### config.mk
export PLATFORM = sky130hd
export DESIGN_NAME = keypad_emulator
export DESIGN_NICKNAME = d
export VERILOG_FILES = /design/src/rtl/keypad_pkg.sv /design/src/rtl/keypad_emulator.sv
export SDC_FILE = /design/constraint.sdc
export NUM_CORES = 1
export LEC_CHECK = 0
export ABC_AREA = 0
export BUFFER_PORTS_ARGS = -buffer_cell sky130_fd_sc_hd__clkbuf_2
export CORE_AREA = 2 2 57 64
export DETAILED_ROUTE_END_ITERATION = 6
export DIE_AREA = 0 0 59 66
export HOLD_SLACK_MARGIN = 0.05
export MAX_ROUTING_LAYER = met4
export REMOVE_ABC_BUFFERS = 1
export SYNTH_ARGS = -nofsm -noshare
export SYNTH_HDL_FRONTEND = slang
export SYNTH_SLANG_ARGS = --single-unit
### constraint.sdc
create_clock -name clk -period 2.65 [get_ports clk]
set_input_delay 0.53 -clock clk [delete_from_list [all_inputs] [get_ports clk]]
set_output_delay 0.53 -clock clk [all_outputs]
set_load 0.01 [all_outputs]
### src/rtl/keypad_pkg.sv
// keypad_pkg: constants, types and helper functions shared by the keypad
// emulator and the keypad scanner.
//   kp_emu_state_t : emulator press-sequence states
//   ROW_IDLE       : row value when no key is sensed
//   code_to_row()  : one-hot row select for a 4-bit button code (code[3:2])
//   code_to_col()  : one-hot column select for a 4-bit button code (code[1:0])
package keypad_pkg;

  typedef enum logic [2:0] {
    ST_IDLE      = 3'd0,
    ST_B_PRESS   = 3'd1,
    ST_HOLD      = 3'd2,
    ST_B_RELEASE = 3'd3,
    ST_GAP       = 3'd4
  } kp_emu_state_t;

  localparam logic [3:0] ROW_IDLE = 4'b1111;

  function automatic logic [3:0] code_to_row(input logic [3:0] code);
    return 4'b0001 << code[3:2];
  endfunction

  function automatic logic [3:0] code_to_col(input logic [3:0] code);
    return 4'b0001 << code[1:0];
  endfunction

endpackage

### src/rtl/keypad_emulator.sv
// keypad_emulator: responder side of a 4x4 column-drive / row-sense keypad.
// Accepts a button code over valid/ready and plays back one complete press:
// press bounce, solid hold, release bounce and a quiet gap, then pulses done.
//
// Parameters
//   HOLD_CYCLES   : cycles of solid contact (>= 1)
//   BOUNCE_CYCLES : cycles of each bounce phase (0 = no bouncing)
//   GAP_CYCLES    : cycles of open contact after release (>= 1)
//   CNT_W         : phase counter width (every cycle parameter < 2**CNT_W)
// Ports
//   clk       in   clock, rising edge
//   rst       in   asynchronous active-high reset
//   key_valid in   press request offered
//   key_code  in   button index, row = code[3:2], column = code[1:0]
//   key_ready out  emulator idle and able to accept a request
//   col       in   column drive from scanner, active-high
//   row       out  row sense, 4'b1111 when not sensed, else one-hot row
//   contact   out  internal switch state (registered)
//   busy      out  press sequence in progress
//   done      out  one-cycle pulse on return to idle
module keypad_emulator
  import keypad_pkg::*;
#(
  parameter int HOLD_CYCLES   = 16,
  parameter int BOUNCE_CYCLES = 4,
  parameter int GAP_CYCLES    = 8,
  parameter int CNT_W         = 16
) (
  input  logic       clk,
  input  logic       rst,
  input  logic       key_valid,
  input  logic [3:0] key_code,
  output logic       key_ready,
  input  logic [3:0] col,
  output logic [3:0] row,
  output logic       contact,
  output logic       busy,
  output logic       done
);

  // Counter load values: each phase lasts (load + 1) cycles.
  localparam bit             HAS_BOUNCE = (BOUNCE_CYCLES > 0);
  localparam logic [CNT_W-1:0] HOLD_LD  = CNT_W'(HOLD_CYCLES - 1);
  localparam logic [CNT_W-1:0] GAP_LD   = CNT_W'(GAP_CYCLES - 1);
  localparam logic [CNT_W-1:0] BOUNCE_LD =
    HAS_BOUNCE ? CNT_W'(BOUNCE_CYCLES - 1) : '0;
  localparam logic [CNT_W-1:0] CNT_ONE  = CNT_W'(1);

  kp_emu_state_t    state_q, state_d;
  logic [CNT_W-1:0] cnt_q, cnt_d;
  logic [3:0]       code_q, code_d;
  logic             contact_q, contact_d;
  logic             done_q, done_d;
  logic             cnt_zero;

  assign cnt_zero = (cnt_q == '0);

  // State register
  always_ff @(posedge clk or posedge rst) begin
    if (rst) begin
      state_q   <= ST_IDLE;
      cnt_q     <= '0;
      code_q    <= 4'd0;
      contact_q <= 1'b0;
      done_q    <= 1'b0;
    end else begin
      state_q   <= state_d;
      cnt_q     <= cnt_d;
      code_q    <= code_d;
      contact_q <= contact_d;
      done_q    <= done_d;
    end
  end

  // Next-state logic: the counter is reloaded on every phase entry and the
  // phase ends on the cycle the counter reads zero.
  always_comb begin
    state_d = state_q;
    cnt_d   = cnt_q;
    code_d  = code_q;
    unique case (state_q)
      ST_IDLE: begin
        if (key_valid) begin
          code_d = key_code;
          if (HAS_BOUNCE) begin
            state_d = ST_B_PRESS;
            cnt_d   = BOUNCE_LD;
          end else begin
            state_d = ST_HOLD;
            cnt_d   = HOLD_LD;
          end
        end
      end
      ST_B_PRESS: begin
        if (cnt_zero) begin
          state_d = ST_HOLD;
          cnt_d   = HOLD_LD;
        end else begin
          cnt_d = cnt_q - CNT_ONE;
        end
      end
      ST_HOLD: begin
        if (cnt_zero) begin
          if (HAS_BOUNCE) begin
            state_d = ST_B_RELEASE;
            cnt_d   = BOUNCE_LD;
          end else begin
            state_d = ST_GAP;
            cnt_d   = GAP_LD;
          end
        end else begin
          cnt_d = cnt_q - CNT_ONE;
        end
      end
      ST_B_RELEASE: begin
        if (cnt_zero) begin
          state_d = ST_GAP;
          cnt_d   = GAP_LD;
        end else begin
          cnt_d = cnt_q - CNT_ONE;
        end
      end
      ST_GAP: begin
        if (cnt_zero) begin
          state_d = ST_IDLE;
          cnt_d   = '0;
        end else begin
          cnt_d = cnt_q - CNT_ONE;
        end
      end
      default: begin
        state_d = ST_IDLE;
        cnt_d   = '0;
      end
    endcase
  end

  // Output logic. contact is registered, so it is computed from the state and
  // counter being entered; in each cycle it then matches the current phase.
  // Press bounce ends open (cnt[0]=0 on the last cycle), release bounce ends
  // closed, so the hold edge and the gap edge are both clean transitions.
  always_comb begin
    contact_d = 1'b0;
    done_d    = (state_q == ST_GAP) && cnt_zero;
    unique case (state_d)
      ST_B_PRESS:   contact_d = cnt_d[0];
      ST_HOLD:      contact_d = 1'b1;
      ST_B_RELEASE: contact_d = ~cnt_d[0];
      default:      contact_d = 1'b0;
    endcase
  end

  assign busy      = (state_q != ST_IDLE);
  assign key_ready = (state_q == ST_IDLE);
  assign contact   = contact_q;
  assign done      = done_q;

  // Deliberately combinational from col: the scanner sees its own column
  // drive reflected in the same cycle, like a real switch matrix.
  assign row = (contact_q && |(col & code_to_col(code_q))) ? code_to_row(code_q)
                                                           : ROW_IDLE;

endmodule

==> out/results.ini, run 1 <==
[detailed_routing]
drt_iter0_drc=53
vias_per_cell=5.74
wirelength_um=2870
ant_nets=0
drc_errors=0
vias=1153
drt_pre_antenna_iters=4
avgRoutedWirePerCell_um=14.3

[floorplan]
dieArea_um2=3890
die_y_um=66
core_um2=3250
rows=22
start_util=0.436
die_width_um=59
pin_count=19

[yosys]
synth-simple-area-share=0.235
synth_edf_count=0
synth_top_family_by_area=simple AND/OR/NAND/NOR gates
yosysMostFrequentCell=dfrtp_1
synthCells=147
synth-compound-area-share=0.179
synth_mux_area_frac=0.0318
synth_area_leaders=dfrtp_1 (44%), xor2_1 (5.6%), o21ai_0 (3.9%)
syn_area_per_cell_um2=9.64
synth_top_area_cell=dfrtp_1
yosysUniqueCellTypes=43
ys_warn_count=0
synth_async_sr_flop_share=1.00
synth_xor_area_frac=0.0556
synthTopCellsByCount=dfrtp_1 (25), o21ai_0 (11), a21oi_1 (10)
synth_seq_area_share=0.441
synth_top_area_share=0.441
synth_top_flop_cell=dfrtp_1
ys_ff_latch=25
synth_fa_ha_area_frac=0.00883
synth_area_um2=1420

[power]
power.density_nw_per_um2=952
power_leakage_nw=0.708
peakVddDrop_mv=0.365

[critical_path]
crit_arrival_ns=1.63
crit_type=reg -> out
startpoint=code_q[0]
reg2reg_slack_ns=0.60
reg2regPathDepth=6
critical_path_required_ns=2.12
r2r_end=cnt_q[14]
cp-start-kind=flop
path_max_fanout=4
r2r_start=cnt_q[0]
setup.worst_path.end_class=output pin
crit_end=row[3]

[cts]
cts_resized=0
clock_latency_ns=0.32
cts_buffer_depth=2
cts_sinks=25
numCtsBuffers=3
clockRootBuffer=clkbuf_4
cts_hold_buf=0
clk_pin_slew_ns=0.13
postCtsSetupBuffers=0
cts_tree=yes
htreeDepth=1

[finish]
nets=178
final_cells=201
synthToLayoutAreaGrowth_pct=10.9
drive_above_1_share=0.218
postLayoutCoreUtil=0.484
n_antenna_cell=0

[timing]
period_needed_ns=2.16
setup_ws_ns=0.495
finalCritPeriodShare=0.813
tns_ns=0
finClkSkew_ns=0.00195
finalHoldViolCount=0
rsz0062_at_grt=no
setup_viol=0
max_slew_margin=0.671
slew_viol_final=0
tightestPinTransition_ns=0.493
max_freq_mhz=464

[grt]
grt_pass1_wl_um=4950
track_usage=0.173
grt_pass1_vias=1108
antenna_found_initial=0
overflow=0
grt_max_degree=26

[placed_design]
routabilityCongestion=0.868
hpwl_um=2100
io_buffers=18
dp.cells=197
place_ws_ns=0.627

[outcome]
status=completed

[worst_hold_path]
hp-class=in -> async

[run]
maxCapViolCount=0

[cell type report]
type,count,area [µm²]
clock buffer,3,22.5
sequential,25,626
tap,36,45.0
inverter,8,30.0
fill,317,1680
clock inverter,1,5.00
timing repair buffer,22,120
multi-input combinational,106,723
[cells in the final DEF (no fill, tap or decap), types with 3 or more instances in the layout]
| cell | Yosys | routed |
|---|---|---|
| dfrtp_1 | 25 | 25 |
| clkbuf_2 | 0 | 18 |
| o21ai_0 | 11 | 11 |
| a21oi_1 | 10 | 10 |
| nand2_1 | 9 | 9 |
| xor2_1 | 9 | 9 |
| nor2_1 | 6 | 6 |
| inv_1 | 6 | 6 |
| o21ai_1 | 5 | 5 |
| or3_1 | 5 | 5 |
| nand4_1 | 4 | 4 |
| and2_1 | 4 | 4 |
| nor3_1 | 4 | 4 |
| a22oi_1 | 4 | 4 |
| buf_4 | 1 | 4 |
| nand3_1 | 3 | 3 |
| nand4b_1 | 3 | 3 |
| clkbuf_4 | 0 | 3 |
[critical path, stage by stage (launching register included)]
cell      delay [ns]
dfrtp_1         0.39
mux4_2          0.49
and2_1          0.19
o21ai_0         0.08
clkbuf_2        0.16
[per-stage QoR]
step | area (µm²) | hold WS, ns | power [mW]
2_1_floorplan | 1380 | 0.467 | 1.16
3_3_place_gp | 1540 | 0.487 | 1.32
3_5_place_dp | 1540 | 0.492 | 1.34
4_1_cts | 1570 | 0.213 | 1.51
5_1_grt | 1570 | 0.239 | 1.63
6_report | 1570 | 0.208 | 1.50
[layer usage]
layer / global-route usage / wire length [µm] / vias to the layer above
li1: - / - / 574
met1: 0.215 / 1370 / 556
met2: 0.282 / 1380 / 19
met3: 0.0235 / 77 / 4
met4: 0.0682 / 49 / 0
met5: - / 0 / -
[registers in the layout, summed over array words and instances (netlist names)]
signal	flops
cnt_q	16
code_q	4
state_q	3
contact	1
done	1
[how the worst min path moves through the flow]
| stage | start | endpoint | slack, ns | depth (start not counted) |
|---|---|---|---|---|
| 3_5_place_dp | code_q[1] | code_q[1] | 0.49 | 1 |
| 2_1_floorplan | code_q[1] | code_q[1] | 0.47 | 1 |
| 3_3_place_gp | code_q[1] | code_q[1] | 0.49 | 1 |
| 5_1_grt | rst | code_q[1] | 0.24 | 3 |
| 6_report | rst | code_q[1] | 0.21 | 3 |
| 4_1_cts | rst | cnt_q[6] | 0.21 | 3 |
[power by group]
group / switching, mW / total [mW] / leakage [nW] / internal, mW
logic: 0.289 / 0.581 / 0.381 / 0.293
clock network: 0.112 / 0.168 / 0.0177 / 0.0566
registers: 0.205 / 0.746 / 0.309 / 0.540
total: 0.606 / 1.50 / 0.708 / 0.890
[kinds of logic after synthesis]
kind of cell	after synthesis
multiplexers	3
adder cells (fa/ha/maj)	1
AND/OR/NAND/NOR	52
buffers and inverters	16
flip-flops	25
XOR/XNOR	9
AO/OA/AOI/OAI	41
Power figures use the tool's default switching activity.
==> run 2: changes to the inputs <==
==> constraint.sdc (replaced) <==
create_clock -name clk -period 2.2 [get_ports clk]
set_input_delay 0.44 -clock clk [delete_from_list [all_inputs] [get_ports clk]]
set_output_delay 0.44 -clock clk [all_outputs]
set_load 0.01 [all_outputs]
==> run 2 against run 1 <==
- power is 21% higher
- non-clock buffer count is 4 higher
- via count is 1.9% higher
- setup slack worse by 0.38 ns
- critical path type unchanged
- largest power group unchanged
- highest routed layer unchanged
==> out/results.ini, run 2 (synthesis results as in run 1) <==
[cts]
cts_sinks=25
clk_pin_slew_ns=0.14
cts_tree=yes
htreeDepth=1
clock_latency_ns=0.31
cts_buffer_depth=2
cts_hold_buf=0
clockRootBuffer=clkbuf_4
numCtsBuffers=3
cts_resized=0
postCtsSetupBuffers=0

[critical_path]
startpoint=code_q[0]
crit_arrival_ns=1.65
r2r_start=cnt_q[0]
critical_path_required_ns=1.76
critPathMaxStageDelay_ns=0.50
crit_chain=mux4_2 > and2_1 > o21ai_0 > clkbuf_2
reg2regPathDepth=7
crit_type=reg -> out
cp-start-kind=flop
crit_slowest_cell=mux4_2
path_max_fanout=4
setup.worst_path.end_class=output pin

[power]
swShare=0.401
seq_power_share=0.482
power.share.combinational=0.406
power.density_nw_per_um2=1130
intPower_mw=1.09
p_sw_mw=0.728
peakVddDrop_mv=0.454
power_leakage_nw=0.728
p_clk_frac=0.112

[timing]
hold_ws_ns=0.135
max_freq_mhz=479
rsz0062_at_grt=no
finalHoldViolCount=0
finClkSkew_ns=0.00157
tightestPinTransition_ns=0.503
setup_viol=0
finalCritPeriodShare=0.948
period_needed_ns=2.09
max_slew_margin=0.664
tns_ns=0
slew_viol_final=0

[finish]
reg_top3=cnt_q (16), code_q (4), state_q (3)
synthToLayoutAreaGrowth_pct=13.0
final_cell_mix=dfrtp_1 (25), clkbuf_2 (18), o21ai_0 (11)
top_register=cnt_q
n_antenna_cell=0
final_common_cell=dfrtp_1
drive_above_1_share=0.237
largest_reg_flops=16
nets=182

[detailed_routing]
drt_iter0_drc=52
vias_per_cell=5.73
drc_errors=0
vias=1175
avgRoutedWirePerCell_um=14.4
wirelength_um=2940
drt_pre_antenna_iters=4
ant_nets=0

[run]
maxCapViolCount=0

[grt]
antenna_found_initial=0
grt_max_degree=26
grt_pass1_vias=1147
grt_pass1_wl_um=5100
track_usage=0.174
overflow=0

[placed_design]
routabilityCongestion=0.805
io_buffers=18
hpwl_um=2180

[floorplan]
dieArea_um2=3890
pin_count=19
rows=22
core_um2=3250
start_util=0.436
die_y_um=66
die_width_um=59

[outcome]
status=completed

[worst_hold_path]
hp-class=in -> async

## run 2: cell types whose count changed in the layout (fill, tap and decap cells not counted)
cell,delta
buf_4,+4
## run 2: path summary, 6_finish.rpt
| check | slack (ns) | end |
|---|---|---|
| setup / recovery | 0.11 | row[0] |
| hold / removal | 0.13 | cnt_q[6] |
| setup reg to reg | 0.19 | cnt_q[0] |
| hold reg to reg | 0.51 | code_q[1] |
| max in group asynchronous | 1.82 | cnt_q[10] |
| min in group clk | 0.33 | code_q[2] |
## run 2: power by group through the flow
stage                     Clock [mW]  Combinational (mW)  Sequential (mW)
after CTS                      0.216               0.747            0.873
after floorplan                    0               0.542            0.855
after detailed placement           0               0.745            0.882
final                          0.202               0.738            0.875
after global routing           0.234               0.844            0.912
after global placement             0               0.725            0.876
## run 2: critical path: cells and delay by family (launching register included)
| family | cells | cell delay (ns) |
|---|---|---|
| and+or+nand+nor | 1 | 0.20 |
| AOI/OAI and AO/OA | 1 | 0.09 |
| buffers and inverters | 1 | 0.16 |
| muxes | 1 | 0.50 |
| DFF | 1 | 0.39 |
## run 2: layout make-up
| type | count | area, µm² |
|---|---|---|
| fill | 334 | 1650 |
| multi-input combinational | 106 | 723 |
| sequential | 25 | 626 |
| timing repair buffer | 26 | 150 |
| tap | 36 | 45.0 |
| inverter | 8 | 30.0 |
| clock buffer | 3 | 22.5 |
| clock inverter | 1 | 5.00 |
## run 2: layer usage
metal / track usage / up-vias / share of wire
met2: 0.294 / 19 / 0.51
met1: 0.213 / 575 / 0.46
li1: - / 579 / -
met5: - / - / 0
met4: 0.0511 / 0 / 0.0065
met3: 0.0254 / 2 / 0.024
## run 2: stage by stage
step / power, mW / area [µm²] / setup slack, ns / cells / utilization
global route: 1.99 / 1600 / 0.00919 / 205 / 0.493
global placement: 1.60 / 1570 / 0.245 / 201 / 0.485
detailed placement: 1.63 / 1570 / 0.231 / 201 / 0.485
CTS: 1.84 / 1600 / 0.0865 / 205 / 0.493
floorplan: 1.40 / 1380 / 0.108 / 139 / -
finish: 1.82 / 1600 / 0.114 / 205 / 0.493
==> run 3: changes to the inputs <==
--- a/config.mk
+++ b/config.mk
@@ -10,6 +10,7 @@
 export CORE_AREA = 2 2 57 64
 export DETAILED_ROUTE_END_ITERATION = 6
 export DIE_AREA = 0 0 59 66
+export GPL_TIMING_DRIVEN = 0
 export HOLD_SLACK_MARGIN = 0.05
 export MAX_ROUTING_LAYER = met4
 export REMOVE_ABC_BUFFERS = 1
==> run 3 against run 2 <==
- critical path depth unchanged
- sequential share of layout area up 0.29 points
- core utilization down 0.27 points
- combinational power down 6.2%
- global-route usage up 0.13 points
==> out/results.ini, run 3 (synthesis results as in run 1) <==
[placed_design]
io_buffers=18
dp.cells=193
routabilityCongestion=0.773
hpwl_um=2030

[critical_path]
setup.worst_path.end_class=output pin
critical_path_required_ns=1.76
crit_arrival_ns=1.63
reg2regPathDepth=5
r2r_end=cnt_q[10]
crit_type=reg -> out
startpoint=code_q[0]
cp-start-kind=flop
reg2reg_slack_ns=0.15
path_max_fanout=4
crit_end=row[0]
r2r_start=state_q[1]

[grt]
track_usage=0.175
grt_pass1_wl_um=5170
overflow=0
grt_max_degree=26
grt_pass1_vias=1166
antenna_found_initial=0

[cts]
clockRootBuffer=clkbuf_4
cts_buffer_depth=2
cts_sinks=25
cts_tree=yes
clock_latency_ns=0.32
htreeDepth=1
numCtsBuffers=3
cts_hold_buf=0
clk_pin_slew_ns=0.14

[timing]
finClkSkew_ns=0.00142
finalHoldViolCount=0
finalCritPeriodShare=0.941
max_slew_margin=0.377
tns_ns=0
hold_ws_ns=0.280
period_needed_ns=2.07
tightestPinTransition_ns=0.933
max_freq_mhz=483
rsz0062_at_grt=no
slew_viol_final=0
setup_viol=0

[floorplan]
start_util=0.436
die_y_um=66
rows=22
pin_count=19
die_width_um=59
core_um2=3250
dieArea_um2=3890

[finish]
fill_cells=326
n_antenna_cell=0
final_cells=201
final_cell_mix=dfrtp_1 (24), clkbuf_2 (18), o21ai_0 (11)
nets=178
reg_top3=cnt_q (16), code_q (4), state_q (3)
drive_above_1_share=0.236
synthToLayoutAreaGrowth_pct=12.4
final_common_cell=dfrtp_1
top_register=cnt_q
postLayoutCoreUtil=0.490
largest_reg_flops=16

[detailed_routing]
drt_iter0_drc=44
ant_nets=0
vias_per_cell=5.72
drt_pre_antenna_iters=4
avgRoutedWirePerCell_um=14.3
drc_errors=0
vias=1150
wirelength_um=2880

[power]
power.density_nw_per_um2=1140
peakVddDrop_mv=0.466
power_leakage_nw=0.710

[worst_hold_path]
hp-class=in -> async

[outcome]
status=completed

[run]
maxCapViolCount=0

-- run 3: cell types whose count changed in the layout (fill, tap and decap cells not counted) --
cell     before  now
o21ai_1       5    4
o21ai_4       0    1
buf_4         8    4
nand2_2       0    1
dfrtp_2       0    1
nand2_1       9    8
nor3b_2       1    0
dfrtp_1      25   24
nor3b_4       0    1
-- run 3: repair_timing --
item	CTS	global route
buffers inserted	3	1
endpoints found under the setup margin	13	13
pin swaps	2	2
gates resized for setup	3	2
-- run 3: how the worst min path moves through the flow --
stage                            to   startpoint  slack (ns)
final                     code_q[0]          rst        0.28
after global routing      code_q[0]  key_code[0]        0.32
after CTS                 code_q[2]  key_code[2]        0.32
after detailed placement  code_q[1]    code_q[1]        0.50
after global placement    code_q[1]    code_q[1]        0.48
after floorplan            cnt_q[0]          rst        0.47
-- run 3: through the flow --
stage	area [µm²]	worst slack, ns	total power [mW]
2_1_floorplan	1380	0.108	1.40
3_3_place_gp	1510	-0.488	1.56
3_5_place_dp	1510	-0.528	1.60
4_1_cts	1580	0.0314	1.81
5_1_grt	1590	0.00443	1.98
6_report	1590	0.129	1.81
-- run 3: report_power, final --
group	internal [mW]	total [mW]	switching (mW)	leakage, nW
clock network	0.0680	0.211	0.143	0.0177
logic	0.357	0.692	0.335	0.384
registers	0.652	0.909	0.257	0.308
-- run 3: per-layer routing --
layer	track usage	wire (µm)
met5	-	0
met4	0.0739	24
met2	0.281	1430
met1	0.218	1330
met3	0.0274	102
-- run 3: cell type report --
class	instances	area [µm²]	area share
inverter	8	30.0	0.0189
clock buffer	3	22.5	0.0141
multi-input combinational	106	743	0.467
tap	36	45.0	0.0283
timing repair buffer	22	120	0.0754
clock inverter	1	5.00	0.00314
sequential	25	627	0.394
-- run 3: worst max-delay path, cell delays in order, from the launching register on --
cell and delay (ns):
dfrtp_1 0.39, mux4_2 0.49, and2_1 0.19, o21ai_0 0.08, clkbuf_2 0.16
